`src/rtl/guess_entry.sv`:
```
// -----------------------------------------------------------------------------
// guess_entry
//
// Purpose:
//   Sits behind the PS/2 keyboard decoder. Debounces the level-coded key
//   output, turns each new press into a single accept event, and assembles
//   a 4-peg Mastermind guess from the digit keys. Keys 1..8 select colours
//   0..7; key 0 submits a complete guess to the scoring logic.
//
// Handshake (guess_valid / guess_ack):
//   guess_valid rises once a full guess is submitted and stays high, with
//   guess and peg_count frozen, until an edge samples guess_ack=1. That edge
//   clears the guess and returns to entry. guess_ack is ignored while
//   guess_valid=0.
//
// Ports:
//   clk         in   1   system clock, rising edge
//   resetn      in   1   asynchronous active-low reset
//   kb_code     in   5   decoder code: 01000..01111 keys 1..8, 10000 key 0,
//                        anything else means no key
//   guess_ack   in   1   consumer accepts the pending guess
//   guess       out  12  slot n in bits [3n+2:3n], slot 0 entered first
//   peg_count   out  3   pegs entered so far (0..4)
//   guess_valid out  1   complete guess awaiting acknowledge
//   key_pulse   out  1   one-cycle pulse per accepted press (even if ignored)
//   dbg_state   out  3   {entry_state, detector_state} for observation
// -----------------------------------------------------------------------------
module guess_entry #(
  parameter int STABLE_CYCLES = 50000
) (
  input  logic        clk,
  input  logic        resetn,
  input  logic [4:0]  kb_code,
  input  logic        guess_ack,
  output logic [11:0] guess,
  output logic [2:0]  peg_count,
  output logic        guess_valid,
  output logic        key_pulse,
  output logic [2:0]  dbg_state
);

  localparam int             CW         = $clog2(STABLE_CYCLES + 1);
  localparam logic [CW-1:0]  CNT_STABLE = CW'(STABLE_CYCLES);
  localparam logic [CW-1:0]  CNT_ONE    = CW'(1);

  // Key detector states
  localparam logic [1:0] S_WAIT_KEY     = 2'd0;
  localparam logic [1:0] S_DEBOUNCE     = 2'd1;
  localparam logic [1:0] S_WAIT_RELEASE = 2'd2;

  // Entry states
  localparam logic S_ENTRY  = 1'b0;
  localparam logic S_SUBMIT = 1'b1;

  localparam logic [4:0] CODE_ZERO = 5'b10000;

  // Detector state
  logic [1:0]    r_det_state;
  logic [4:0]    r_key;
  logic [CW-1:0] r_cnt;

  // Entry state
  logic          r_entry_state;
  logic [11:0]   r_guess;
  logic [2:0]    r_peg_count;
  logic          r_guess_valid;
  logic          r_key_pulse;

  // Decoded input
  logic          w_kb_colour;
  logic          w_kb_zero;
  logic          w_kb_valid;

  // Detector next-state
  logic [1:0]    w_det_next;
  logic [4:0]    w_key_next;
  logic [CW-1:0] w_cnt_next;
  logic [CW-1:0] w_cnt_inc;
  logic          w_accept;

  assign w_kb_colour = (kb_code[4:3] == 2'b01);
  assign w_kb_zero   = (kb_code == CODE_ZERO);
  assign w_kb_valid  = w_kb_colour | w_kb_zero;
  assign w_cnt_inc   = r_cnt + CNT_ONE;

  // ---------------------------------------------------------------------------
  // Key detector. w_accept is asserted combinationally on the edge where the
  // press becomes stable; the accepted code is always the current kb_code
  // because an accept only happens while kb_code matches the latched key.
  // ---------------------------------------------------------------------------
  always_comb begin
    w_det_next = r_det_state;
    w_key_next = r_key;
    w_cnt_next = r_cnt;
    w_accept   = 1'b0;
    case (r_det_state)
      S_WAIT_KEY: begin
        if (w_kb_valid) begin
          w_key_next = kb_code;
          if (STABLE_CYCLES == 1) begin
            w_accept   = 1'b1;
            w_det_next = S_WAIT_RELEASE;
            w_cnt_next = '0;
          end else begin
            w_cnt_next = CNT_ONE;
            w_det_next = S_DEBOUNCE;
          end
        end
      end
      S_DEBOUNCE: begin
        if (!w_kb_valid) begin
          w_det_next = S_WAIT_KEY;
          w_cnt_next = '0;
        end else if (kb_code == r_key) begin
          if (w_cnt_inc == CNT_STABLE) begin
            w_accept   = 1'b1;
            w_det_next = S_WAIT_RELEASE;
            w_cnt_next = '0;
          end else begin
            w_cnt_next = w_cnt_inc;
          end
        end else begin
          // A different key restarts debouncing on the new code.
          w_key_next = kb_code;
          w_cnt_next = CNT_ONE;
        end
      end
      S_WAIT_RELEASE: begin
        // Only an unbroken run of no-key samples re-arms the detector, so a
        // held key can never produce a second accept.
        if (w_kb_valid) begin
          w_cnt_next = '0;
        end else if (w_cnt_inc == CNT_STABLE) begin
          w_det_next = S_WAIT_KEY;
          w_cnt_next = '0;
        end else begin
          w_cnt_next = w_cnt_inc;
        end
      end
      default: begin
        w_det_next = S_WAIT_KEY;
        w_cnt_next = '0;
      end
    endcase
  end

  always_ff @(posedge clk or negedge resetn) begin
    if (!resetn) begin
      r_det_state <= S_WAIT_KEY;
      r_key       <= 5'd0;
      r_cnt       <= '0;
    end else begin
      r_det_state <= w_det_next;
      r_key       <= w_key_next;
      r_cnt       <= w_cnt_next;
    end
  end

  // ---------------------------------------------------------------------------
  // Entry FSM. Acts on the accept in the same edge, so key_pulse, guess and
  // peg_count all show the result in the cycle following the accept edge.
  // ---------------------------------------------------------------------------
  always_ff @(posedge clk or negedge resetn) begin
    if (!resetn) begin
      r_entry_state <= S_ENTRY;
      r_guess       <= 12'd0;
      r_peg_count   <= 3'd0;
      r_guess_valid <= 1'b0;
      r_key_pulse   <= 1'b0;
    end else begin
      r_key_pulse <= w_accept;
      case (r_entry_state)
        S_ENTRY: begin
          if (w_accept) begin
            if (w_kb_zero) begin
              if (r_peg_count == 3'd4) begin
                r_guess_valid <= 1'b1;
                r_entry_state <= S_SUBMIT;
              end
            end else if (r_peg_count != 3'd4) begin
              case (r_peg_count)
                3'd0:    r_guess[2:0]  <= kb_code[2:0];
                3'd1:    r_guess[5:3]  <= kb_code[2:0];
                3'd2:    r_guess[8:6]  <= kb_code[2:0];
                default: r_guess[11:9] <= kb_code[2:0];
              endcase
              r_peg_count <= r_peg_count + 3'd1;
            end
          end
        end
        S_SUBMIT: begin
          // Acknowledge wins over any accept on the same edge.
          if (guess_ack) begin
            r_guess_valid <= 1'b0;
            r_guess       <= 12'd0;
            r_peg_count   <= 3'd0;
            r_entry_state <= S_ENTRY;
          end
        end
        default: r_entry_state <= S_ENTRY;
      endcase
    end
  end

  assign guess       = r_guess;
  assign peg_count   = r_peg_count;
  assign guess_valid = r_guess_valid;
  assign key_pulse   = r_key_pulse;
  assign dbg_state   = {r_entry_state, r_det_state};

endmodule

```
`config.mk`:
```
export PLATFORM = sky130hd
export DESIGN_NAME = guess_entry
export DESIGN_NICKNAME = d
export VERILOG_FILES = /design/src/rtl/guess_entry.sv
export SDC_FILE = /design/constraint.sdc
export NUM_CORES = 1
export LEC_CHECK = 0
export BUFFER_PORTS_ARGS = -buffer_cell sky130_fd_sc_hd__buf_2
export CAP_MARGIN = 20
export CORE_MARGIN = 5
export CORE_UTILIZATION = 55
export CTS_BUF_LIST = sky130_fd_sc_hd__clkbuf_8
export DETAILED_ROUTE_END_ITERATION = 12
export HOLD_SLACK_MARGIN = 0.03
export PLACE_DENSITY_LB_ADDON = 0.3
export RECOVER_POWER = 50
export SLEW_MARGIN = 40
export SYNTH_ARGS = -nofsm -noshare
export SYNTH_HDL_FRONTEND = slang
export SYNTH_SLANG_ARGS = --single-unit
```
`constraint.sdc`:
```
create_clock -name clk -period 4.6 [get_ports clk]
set_input_delay 0.69 -clock clk [delete_from_list [all_inputs] [get_ports clk]]
set_output_delay 0.69 -clock clk [all_outputs]
set_load 0.03 [all_outputs]
```
# Word-level counts from Yosys, hierarchy flattened
# Cells that the tools add are included.
[totals]
reg_bits = 41
out_inout_bits = 20
[op_classes]
n_addsub = 2
eq_ne = 27
n_mux = 45
bitwise_logic = 2
n_reduce_logical = 12
[op_table]
columns = ["cell", "n"]
rows = [
  ["$mux W16", 5],
  ["$mux W12", 4],
  ["$pmux W16 S3", 1],
  ["$reduce_and A5 Y1", 5],
  ["$mux W3", 8],
  ["$ne A2 B2 Y1 const B", 12],
  ["$pmux W12 S2", 1],
  ["$add A16 B1 Y16 const B", 1],
  ["$eq A16 B16 Y1 const B", 1],
  ["$mux W5", 3],
  ["$mux W1", 12],
  ["$mux W2", 6],
  ["$reduce_and A4 Y1", 3],
  ["$pmux W5 S2", 1],
  ["$ne A3 B3 Y1 const B", 3],
  ["$ne A2 B1 Y1 const B", 3],
  ["$pmux W2 S3", 1],
  ["$pmux W3 S2", 1],
  ["$eq A5 B5 Y1", 1],
  ["$eq A5 B5 Y1 const B", 1],
  ["$eq A2 B1 Y1 const B", 2],
  ["$pmux W1 S2", 2],
  ["$add A3 B1 Y3 const B", 1],
  ["$eq A3 B1 Y1 const B", 1],
  ["other kinds (9)", 9],
]

# Depth between registers and ports, before layout
# Gate-level depths: netlist of the first run.
[depth]
ltp_word = 8
mapped_depth = 10

# Least setup slack after synthesis of the first run
# OpenSTA, ideal clock, no wires.
[synth_timing]
path_kind = "flip-flop to flip-flop"
start = "register r_cnt[0]"
end = "register r_guess[0], in the netlist guess[0]"
setup_time_ps = 130
arrival_ps = 2516
slack_ps = 1954
path_stages_with_launch = 10
path_cell_list = "dfrtp_1 ha_1 nand3_2 nor4_1 mux2_2 or3_4 nor4_4 buf_6 mux2i_1 o2bb2ai_1"
[synth_between]
elab_chain_len = 8
[synth_lines]
columns = ["element", "line", "text"]
rows = [
  ["start, declared", "60", "logic [CW-1:0] r_cnt;"],
  ["start signal, assigned", "155", "r_cnt <= w_cnt_next;"],
  ["$add A16 B1 Y16", "84", "assign w_cnt_inc = r_cnt + CNT_ONE;"],
  ["$eq A16 B16 Y1", "115", "if (w_cnt_inc == CNT_STABLE) begin"],
  ["$mux W1", "115", ""],
  ["$mux W1", "114", "end else if (kb_code == r_key) begin"],
  ["$mux W1", "111", "if (!w_kb_valid) begin"],
  ["$mux W1", "96", "case (r_det_state)"],
  ["$ne A2 B2 Y1 (no source line)", "-", ""],
  ["$reduce_and A5 Y1 (no source line)", "-", ""],
  ["end signal, assigned", "182", "3'd0: r_guess[2:0] <= kb_code[2:0];"],
  ["end, declared", "64", "logic [11:0] r_guess;"],
]
# No other way between the ends.
# A chain may end at the register's enable or synchronous reset.

# Worst setup path after layout of the first run
[layout_timing]
start = "register r_cnt[0]"
end = "register r_guess[4], in the netlist guess[4]"
# The elaborated chain is that of the path after synthesis.

==> results of run 1 <==
-- cell families after synthesis --
logic type	Yosys count	share of synthesized area [%]
simple gates	105	23.9
compound gates	72	19.2
flops	41	39.5
buf+inv	22	4.20
mux	19	7.67
xor+xnor	9	3.04
fa+ha+maj	5	2.41
-- layout make-up --
cell class	count	area share [%]
well taps	54	2.40
inverters	7	0.932
flip-flops and latches	41	36.4
clock buffers	5	2.44
clock inverters	3	0.799
multi-input cells	210	52.2
repair buffers	29	4.84
-- flip-flops by register name, indices dropped and copies added, names as in the netlist --
name           flops
guess             12
guess_valid        1
key_pulse          1
peg_count          3
r_cnt             16
r_det_state        2
r_entry_state      1
r_key              5
-- power breakdown --
part / internal, mW / total [mW] / switching (mW)
registers: 0.371 / 0.382 / 0.0111
clock network: 0.108 / 0.243 / 0.135
logic: 0.0259 / 0.0669 / 0.0410
-- final timing paths --
path | startpoint | to | slack (ps) | cells after the start
hold reg to reg | r_cnt[15]$_DFFE_PN0P_ | r_cnt[15]$_DFFE_PN0P_ | 510 | 2
setup reg to reg | r_cnt[0]$_DFFE_PN0P_ | guess[4]$_DFFE_PN0P_ | 1000 | 9
hold / removal | r_cnt[15]$_DFFE_PN0P_ | r_cnt[15]$_DFFE_PN0P_ | 510 | 2
setup / recovery | r_cnt[0]$_DFFE_PN0P_ | guess[4]$_DFFE_PN0P_ | 1000 | 9
max in group asynchronous | resetn | r_cnt[2]$_DFFE_PN0P_ | 2320 | 1
min in group asynchronous | resetn | guess[7]$_DFFE_PN0P_ | 1030 | 1
-- Yosys cell counts (all sizes together) (2+ instances only) --
cell type / instances / share of area (%)
buf: 9 / 2.3
nor3: 10 / 1.9
ha: 5 / 2.4
xor2: 8 / 2.7
nand4b: 2 / 0.68
nor4: 6 / 2.3
nand3: 8 / 1.7
o31ai: 5 / 1.4
and2: 5 / 1.2
a31oi: 3 / 0.72
nand3b: 4 / 1.3
nor2b: 9 / 2.2
nand2b: 5 / 1.2
clkbuf: 6 / 0.87
o21ai: 22 / 4.2
a21oi: 11 / 2.3
and3: 3 / 0.72
nor2: 18 / 2.6
a211o: 4 / 1.3
nand2: 21 / 3.0
or4: 2 / 0.58
inv: 7 / 1.0
nand4: 5 / 2.0
dfrtp: 41 / 40
o2bb2ai: 12 / 4.1
mux2: 7 / 3.0
o21bai: 4 / 1.2
mux2i: 12 / 4.6
or3: 3 / 1.1
a311oi: 2 / 0.92
-- worst max-delay path, stage by stage (launching register included) --
cell and delay (ps):
dfrtp_1 540, ha_1 360, nand3_2 190, nor4_1 310, mux2_2 390, or3_4 410
nor4_4 670, buf_4 290, mux2i_1 210, o2bb2ai_1 100
-- layer usage --
layer | up-vias | wire (um) | share of wire, %
met4 | 0 | 63 | 1.2
met2 | 43 | 2420 | 45
met3 | 6 | 221 | 4.1
met1 | 1043 | 2740 | 50
met5 | - | 0 | 0
li1 | 1050 | - | -
==> metrics.md, run 1 <==
| Metric | Value |
|---|---|
| Final worst setup slack | `between 1000 and 1500 ps` |
| Met2 Usage GRT | `between 20% and 30%` |
| Avg Inst Size Synth | `between 9 and 10 um^2` |
| Commonest non-fill, non-tap cells in the layout | `dfrtp_1, o21ai_0, nand2_1` |
| Worst hold path class | `reg2reg` |
| Final Critical Period | `3600 ps` |
| Die area | `about 6200 um^2` |
| Routed wire per std cell | `15.6 um` |
| Gr busiest metal | `met2` |
| Row Count | `25` |
| Max_slew headroom | `-46.1%` |
| Tcrit/Tclk final | `roughly four fifths` |
| Slew at the pin closest to its max-slew limit | `about 2200 ps` |
| Most common cell after layout, fill and taps aside | `dfrtp_1` |
| Worst setup EP type | `flop` |
| Vias in the first global route | `1964` |
| Pre-CTS WS | `slightly above 1000 ps` |
| Number of I/O pins | `28` |
| Share of post-route cells with drive strength above 1 | `about 16%` |
| Finished Cell Area | `between 2000 and 3000 um^2` |
| Grt ovf | `0` |
| Setup violators final | `0` |
| Routability congestion estimate | `roughly 0.84` |
| Antenna Diode Count | `0` |
| Largest net degree at the start of global routing | `42` |
| Critical Path Fanout Max | `11` |
| Non-Filler Instances | `around 350` |
| Post-CTS Setup Repair Bufs | `0` |
| Status | `finished, violations left` |
| Filler cell count | `around 400` |
| Final hold slack | `513 ps` |
| Syn Inst Count | `about 270` |
| Die H | `78.7 um` |
| Post-synthesis sequential area ratio | `39.5%` |
| CTS root buf | `clkbuf_8` |
| Fin. Hold Viols | `0` |
| Post-synth EDFFs | `0` |
| Cell total after placement | `341` |
| Yosys cell types | `55` |
| Core Util, Final | `60.5%` |
| Reg area | `between 1000 and 1500 um^2` |
| Failing checks | `capacitance limit, slew limit` |
| Layout area overhead | `8.63%` |
| Skew final | `around 10 ps` |
| Flops & latches, synth | `41` |
| Initial Util | `between 50% and 60%` |
| Async SR Flop Fraction | `between 90% and 100%` |
| Pleak | `between 1 and 1.5 nW` |
| Met1 GRT Util | `between 20% and 30%` |
| GR Util All Layers | `about a fifth` |
| Port bufs | `27` |
| Detailed placement HPWL | `~3800 um` |
| Slew Limit Fails | `42` |
| Via count | `about 2100` |
| Worst vdd ir | `0.000182 V` |
| Multi-input logic area | `1470 um^2` |
| Kind of critical path | `reg2reg` |
| First-pass iteration count of the detailed router | `4` |
| Net count reported at finish | `about 300` |
| Mapped Nets | `about 290` |
| Drt drc | `0` |
| Synth Warn # | `0` |
| CORE AREA | `between 4000 and 5000 um^2` |
| Clock Latency Late Sink | `300 ps` |
| H-tree depth | `2` |
| Global-route wire length before repair | `between 9000 and 10000 um` |
| Vias per cell | `just over 6` |
| Placed Area | `2740 um^2` |
| TritonCTS Buffers | `5` |
| Cts hold-fix bufs | `0` |
| Initial antenna violation count | `0` |
| Fmax | `~0.28 GHz` |
| Clock Tree Buf Depth | `2` |
| Antenna viol nets, final | `0` |
| Die width | `between 70 and 80 um` |
| Critical Path RT | `around 4800 ps` |
| Startpoint Class | `flop` |
| GR met3 Demand/Resource | `about 4.0%` |
| CTS tree | `done` |
| Ys flop type | `dfrtp_1` |
| TNS Setup | `0 ps` |
| Pwr dens | `245 nW/um^2` |
| Clk sink count | `roughly 40` |
| WP data arrival | `3760 ps` |
| # Max-Cap Violations | `1` |
| Unrepaired setup endpoints after global routing | `no` |
| Worst-path clk slew | `90 ps` |
| Final total power | `between 0.6 and 0.7 mW` |
| Initial detailed-routing violation count | `120` |
| Mapped Area | `between 2000 and 3000 um^2` |
| PostCTS Resize Cnt | `0` |
| Post-Route WL | `5440 um` |
No activity file was read; power rests on OpenSTA's default activity.
==> run 2: changes to the inputs <==
- clock period: 4.6 -> 3.02 ns (I/O delays scaled with it)
==> run 2 against run 1 <==
  * The run still ends with capacitance limit, slew limit left
  * Wire length is 4.9% higher
  * Global-route usage is 0.72 points higher
  * Via count is 1.1% lower
  * Total power is 67% higher
  * Cell count is 2.6% higher
  * Sequential share of layout area is 1.2 points lower
  * Sequential cell count stayed put
  * Clock power is 92% higher
  * Utilization is 2.2 points higher
  * Largest power group unchanged
==> metrics.md, run 2 (synthesized netlist as in run 1, its figures left out) <==
| Metric | Value |
|---|---|
| Finished Cell Area | `~3000 um^2` |
| Filler cell count | `between 400 and 500` |
| CTS tree | `done` |
| Critical Path Fanout Max | `11` |
| Row Count | `25` |
| Startpoint Class | `flop` |
| R2R cell count | `9` |
| Kind of critical path | `reg2reg` |
| Initial Util | `between 50% and 60%` |
| Post-Route WL | `5710 um` |
| Initial antenna violation count | `0` |
| Min-Delay Startpoint | `kb_code[3]` |
| H-tree depth | `2` |
| Antenna Diode Count | `0` |
| Via count | `about 2100` |
| Share of post-route cells with drive strength above 1 | `about a fifth` |
| Die H | `approximately 80 um` |
| Final Critical Period | `2820 ps` |
| R2r setup slk | `200 ps` |
| Routability congestion estimate | `~0.86` |
| Register with the most flip-flops | `r_cnt` |
| CORE AREA | `between 4000 and 5000 um^2` |
| WP data arrival | `3000 ps` |
| TNS Setup | `0 ps` |
| Largest net degree at the start of global routing | `42` |
| Slew at the pin closest to its max-slew limit | `roughly 2100 ps` |
| Cts hold-fix bufs | `0` |
| Grt ovf | `0` |
| Worst-path clk slew | `90 ps` |
| Most common cell after layout, fill and taps aside | `dfrtp_1` |
| GR Util All Layers | `about a fifth` |
| Drt drc | `0` |
| TritonCTS Buffers | `5` |
| Tcrit/Tclk final | `just over 90%` |
| Worst setup EP type | `flop` |
| Initial detailed-routing violation count | `141` |
| Worst vdd ir | `roughly 0.00028 V` |
| Number of flip-flops under the largest register name | `16` |
| Global-route wire length before repair | `about 10000 um` |
| Commonest non-fill, non-tap cells in the layout | `dfrtp_1, o21ai_0, nand2_1` |
| Max_slew headroom | `-42.5%` |
| CTS root buf | `clkbuf_8` |
| Clock Tree Buf Depth | `2` |
| Number of I/O pins | `28` |
| FF-to-FF Start | `r_cnt[0]$_DFFE_PN0P_` |
| Vias in the first global route | `roughly 2100` |
| Antenna viol nets, final | `0` |
| FF-to-FF End | `guess[1]$_DFFE_PN0P_` |
| Failing checks | `capacitance limit, slew limit` |
| Cell total after placement | `350` |
| Net count reported at finish | `around 320` |
| Slew Limit Fails | `42` |
| Unrepaired setup endpoints after global routing | `no` |
| Pleak | `roughly 1.2 nW` |
| Setup violators final | `0` |
| Detailed placement HPWL | `approximately 4000 um` |
| Pwr dens | `between 300 and 400 nW/um^2` |
| Layout area overhead | `12.6%` |
| Post-CTS Setup Repair Bufs | `0` |
| Fmax | `approximately 0.35 GHz` |
| Critical Path RT | `3200 ps` |
| Die area | `just over 6000 um^2` |
| CP Launch Point | `r_cnt[0]$_DFFE_PN0P_` |
| Clock Latency Late Sink | `roughly 300 ps` |
| First-pass iteration count of the detailed router | `4` |
| Vias per cell | `between 5 and 6` |
| Fin. Hold Viols | `0` |
| Non-Filler Instances | `approximately 360` |
| Clk sink count | `41` |
| Port bufs | `27` |
| Status | `finished, violations left` |
| Die width | `roughly 80 um` |
| # Max-Cap Violations | `1` |
| Worst hold path class | `in2reg` |
| Skew final | `between 10 and 15 ps` |
| Routed wire per std cell | `16.0 um` |
| Placed Area | `about 2800 um^2` |
| Crit path to | `guess[1]$_DFFE_PN0P_` |
-- run 2: where the power goes --
part	internal [mW]	switching [mW]	leakage (nW)	total [mW]
Combinational	0.0432	0.0698	0.635	0.113
Clock	0.269	0.198	0.0574	0.467
Sequential	0.565	0.0113	0.546	0.576
Total	0.877	0.279	1.24	1.16
-- run 2: what timing repair did --
item                                    4_1_cts  5_1_grt
hold endpoints to repair                      0        0
endpoints found under the setup margin        0        3
resized for setup                             0        4
-- run 2: metal layers --
| layer | wire length (um) | track usage [%] |
|---|---|---|
| met4 | 81 | 7.34 |
| met2 | 2570 | 30.1 |
| met3 | 216 | 4.31 |
| met5 | 0 | 0 |
| met1 | 2840 | 29.1 |
-- run 2: layout make-up --
cell class | count | area [um^2] | area share, %
Timing Repair Buffer | 38 | 205 | 7.02
Sequential cell | 41 | 1030 | 35.2
Inverter | 7 | 26.3 | 0.899
Multi-Input combinational cell | 210 | 1470 | 50.4
Clock inverter | 2 | 37.5 | 1.28
Tap cell | 54 | 67.6 | 2.31
Clock buffer | 6 | 82.6 | 2.83
-- run 2: worst min-delay path by stage --
stage | end | slack [ps] | cells past startpoint
3_3_place_gp | r_cnt[15]$_DFFE_PN0P_ | 490 | 2
2_1_floorplan | guess[0]$_DFFE_PN0P_ | 160 | 0
5_1_grt | r_key[4]$_DFFE_PN0P_ | 420 | 2
6_report | r_key[4]$_DFFE_PN0P_ | 420 | 2
4_1_cts | guess[7]$_DFFE_PN0P_ | 140 | 1
3_5_place_dp | guess[7]$_DFFE_PN0P_ | 470 | 1
-- run 2: through the flow --
step                      setup WS [ps]  power, mW  hold WS [ps]  util [%]
final                               201       1.16           421      62.7
after CTS                           184       1.17           139      62.7
after detailed placement            192      0.701           468      60.1
after floorplan                     374      0.657           157         -
after global routing               5.84       1.21           419      62.7
after global placement              301      0.697           487      60.0
-- run 2: worst max-delay path, cell delays in order (launching register included) --
cell       delay [ps]
dfrtp_1           350
buf_4             180
nand4_2           200
or4_1             600
xor2_2            220
nand3b_2          170
nor4_4            330
buf_4             260
mux2i_1           250
o2bb2ai_1         120
==> run 3: changes to the inputs <==
- ABC_AREA: unset -> 1
- CORE_UTILIZATION: 55 -> 54
==> run 3 against run 2 <==
  * Critical path type unchanged
  * The run still ends with capacitance limit, slew limit left
  * Largest power group unchanged
  * Clock power is 24% lower
  * First-iteration DRC count is 13% higher
  * Sequential share of layout area is 3.3 points higher
  * Global-route usage is 0.96 points lower
  * Sequential cell count stayed put
  * Clock skew is 2.9 ps lower
  * Critical endpoint is now r_cnt[6]$_DFFE_PN0P_
  * Final area is 8.7% lower
  * Combinational power is 120% higher
  * Via count is 1.8% higher
  * Count of clock-buffer cells in the layout is 1 lower
  * Utilization is 0.99 points lower
  * Highest routed layer unchanged
==> metrics.md, run 3 <==
| Metric | Value |
|---|---|
| CP delay by family, top | `simple AND/OR/NAND/NOR gates` |
| CTS root buf | `clkbuf_8` |
| CP Cell Sequence | `ha_1 > nand3_2 > nor2_4 > nand2_1 > nand2_1 > nand2_1 > nor2_1 > nand2_1 > nor2_2 > nand2_1 > nand2_1 > inv_1 > nand3_1 > o21ai_0` |
| Flops & latches, synth | `roughly 40` |
| Clock Latency Late Sink | `300 ps` |
| TritonCTS Buffers | `5` |
| Slowest cell on the critical path | `dfrtp_1` |
| # Max-Cap Violations | `1` |
| Largest net degree at the start of global routing | `42` |
| Mapped Nets | `between 300 and 400` |
| Finished Cell Area | `2670 um^2` |
| Cell total after placement | `approximately 400` |
| Pwr dens | `458 nW/um^2` |
| Post-Route WL | `5280 um` |
| Non-Filler Instances | `about 410` |
| Via count | `2157` |
| Reg area | `around 1000 um^2` |
| Critical Path RT | `approximately 3200 ps` |
| CORE AREA | `around 4300 um^2` |
| Fin. Hold Viols | `0` |
| Skew final | `around 8 ps` |
| CP dominant cell by count | `nand2_1` |
| Gr busiest metal | `met2` |
| Die area | `slightly below 6000 um^2` |
| Share of post-route cells with drive strength above 1 | `12.5%` |
| Avg Inst Size Synth | `around 7.4 um^2` |
| Most common cell after layout, fill and taps aside | `nand2_1` |
| Psw | `between 0.4 and 0.5 mW` |
| PostCTS Resize Cnt | `0` |
| Status | `finished, violations left` |
| Core Util, Final | `about three fifths` |
| Final Critical Period | `2180 ps` |
| Pleak | `between 1 and 1.5 nW` |
| Worst-path clk slew | `around 80 ps` |
| GR met3 Demand/Resource | `approximately 4.4%` |
| Clk sink count | `roughly 40` |
| Cts hold-fix bufs | `0` |
| First-pass iteration count of the detailed router | `4` |
| Number of flip-flops under the largest register name | `16` |
| Synth top area cells | `dfrtp_1, nand2_1, inv_1` |
| Drt drc | `0` |
| Max incr delay on CP | `~400 ps` |
| Net count reported at finish | `~370` |
| Number of I/O pins | `28` |
| Initial detailed-routing violation count | `160` |
| Filler cell count | `a little over 400` |
| Worst setup EP type | `flop` |
| H-tree depth | `2` |
| Die width | `76.7 um` |
| Final total power | `about 1.2 mW` |
| Vias per cell | `5.25` |
| Unrepaired setup endpoints after global routing | `no` |
| Global-route wire length before repair | `between 9000 and 10000 um` |
| Initial antenna violation count | `0` |
| Sequential share of power | `50.7%` |
| Post-synth EDFFs | `0` |
| Sw Share | `about 33%` |
| Slew Limit Fails | `42` |
| Grt ovf | `0` |
| Worst hold path class | `in2reg` |
| Largest area contributor in the netlist | `dfrtp_1` |
| Commonest non-fill, non-tap cells in the layout | `nand2_1, inv_1, dfrtp_1` |
| Synth cell count leaders | `nand2_1, inv_1, dfrtp_1` |
| Tcrit/Tclk final | `between 70% and 80%` |
| Worst vdd ir | `0.000344 V` |
| Kind of critical path | `reg2reg` |
| Layout area overhead | `11.0%` |
| Max_slew headroom | `-46.5%` |
| Startpoint Class | `flop` |
| Yosys cell types | `28` |
| Syn Inst Count | `~330` |
| Mapped Area | `2400 um^2` |
| Post-CTS Setup Repair Bufs | `0` |
| Row Count | `24` |
| Register with the most flip-flops | `r_cnt` |
| Yosys top cell area share | `between 40% and 50%` |
| GR Util All Layers | `a little under 20%` |
| Placed Area | `2600 um^2` |
| Ys flop type | `dfrtp_1` |
| TNS Setup | `0 ps` |
| Antenna Diode Count | `0` |
| Post-synthesis sequential area ratio | `between 40 and 50%` |
| Multi-input logic area | `1190 um^2` |
| Slew at the pin closest to its max-slew limit | `around 2200 ps` |
| Antenna viol nets, final | `0` |
| WP data arrival | `2360 ps` |
| Met1 GRT Util | `25.3%` |
| Routed wire per std cell | `about 13 um` |
| Vias in the first global route | `2021` |
| Critical Path Fanout Max | `7` |
| Combinational power share | `20.3%` |
| Fmax | `between 0.4 and 0.5 GHz` |
| Int Pwr | `approximately 0.8 mW` |
| Setup violators final | `0` |
| Clock Tree Buf Depth | `2` |
| Routability congestion estimate | `0.832` |
| Detailed placement HPWL | `between 4000 and 5000 um` |
| Met2 Usage GRT | `between 30% and 40%` |
| CTS tree | `done` |
| Top-count cell post-synth | `nand2_1` |
| Synth Warn # | `0` |
| Worst Path Buf+Inv | `1` |
| Clock Power Share | `29.0%` |
| Die H | `between 70 and 80 um` |
| Async SR Flop Fraction | `100%` |
| Initial Util | `between 50% and 60%` |
| Failing checks | `capacitance limit, slew limit` |
| Port bufs | `27` |
==> run 3: changes by cell type after synthesis, moves of 9 or more <==
cell / delta
nor2b_1: -9
inv_1: +37
nand2_1: +75
o21ai_1: +14
mux2i_1: -12
nor2_1: +13
o2bb2ai_1: -12
nand3_1: +16
==> run 3: cell families after synthesis <==
logic type	synth area share (%)
AOI/OAI and AO/OA	10.1
adders and majority gates	2.60
DFF	42.7
buffers and inverters	7.70
and+or+nand+nor	35.1
xor gates and xnor gates	1.82
==> run 3: path summary, 6_finish.rpt <==
check	startpoint	endpoint	slack, ps	depth (start not counted)
worst max register to register	r_cnt[1]$_DFFE_PN0P_	r_cnt[6]$_DFFE_PN0P_	840	14
worst min-delay path	guess_ack	r_entry_state$_DFF_PN0_	350	2
max in group asynchronous	resetn	r_cnt[9]$_DFFE_PN0P_	970	1
min in group asynchronous	resetn	r_key[2]$_DFFE_PN0P_	790	1
worst min register to register	guess[11]$_DFFE_PN0P_	guess[11]$_DFFE_PN0P_	490	2
worst max-delay path	r_cnt[1]$_DFFE_PN0P_	r_cnt[6]$_DFFE_PN0P_	840	14
==> run 3: power groups by stage <==
stage                     Clock [mW]  Combinational, mW  Sequential [mW]
after CTS                      0.367              0.254            0.620
after floorplan                    0              0.119            0.684
final                          0.354              0.248            0.620
after global placement             0              0.247            0.629
after detailed placement           0              0.253            0.631
after global routing           0.394              0.275            0.627
==> run 3: layout make-up <==
type	count	area share [%]
repair buffers	28	4.83
clock buffers	5	2.58
flip-flops and latches	41	38.5
well taps	52	2.44
multi-input cells	237	44.7
clock inverters	3	0.657
inverters	45	6.33
==> run 3: worst register-to-register path: stages (launching register included) <==
cell,delay (ps)
dfrtp_1,400
ha_1,220
nand3_2,130
nor2_4,180
nand2_1,70
nand2_1,80
nand2_1,80
nor2_1,120
nand2_1,80
nor2_2,140
nand2_1,130
nand2_1,150
inv_1,110
nand3_1,80
o21ai_0,90
==> run 3: routing by layer <==
| layer | wire length, um | vias up |
|---|---|---|
| met3 | 225 | 4 |
| met5 | 0 | - |
| li1 | - | 1118 |
| met2 | 2580 | 43 |
| met4 | 48 | 0 |
| met1 | 2420 | 992 |
==> run 3: metrics by stage <==
stage / setup slack [ps] / hold WS, ps
floorplan: 1140 / 157
global placement: 644 / 462
detailed placement: 675 / 469
CTS: 854 / 139
global route: 479 / 336
finish: 844 / 348
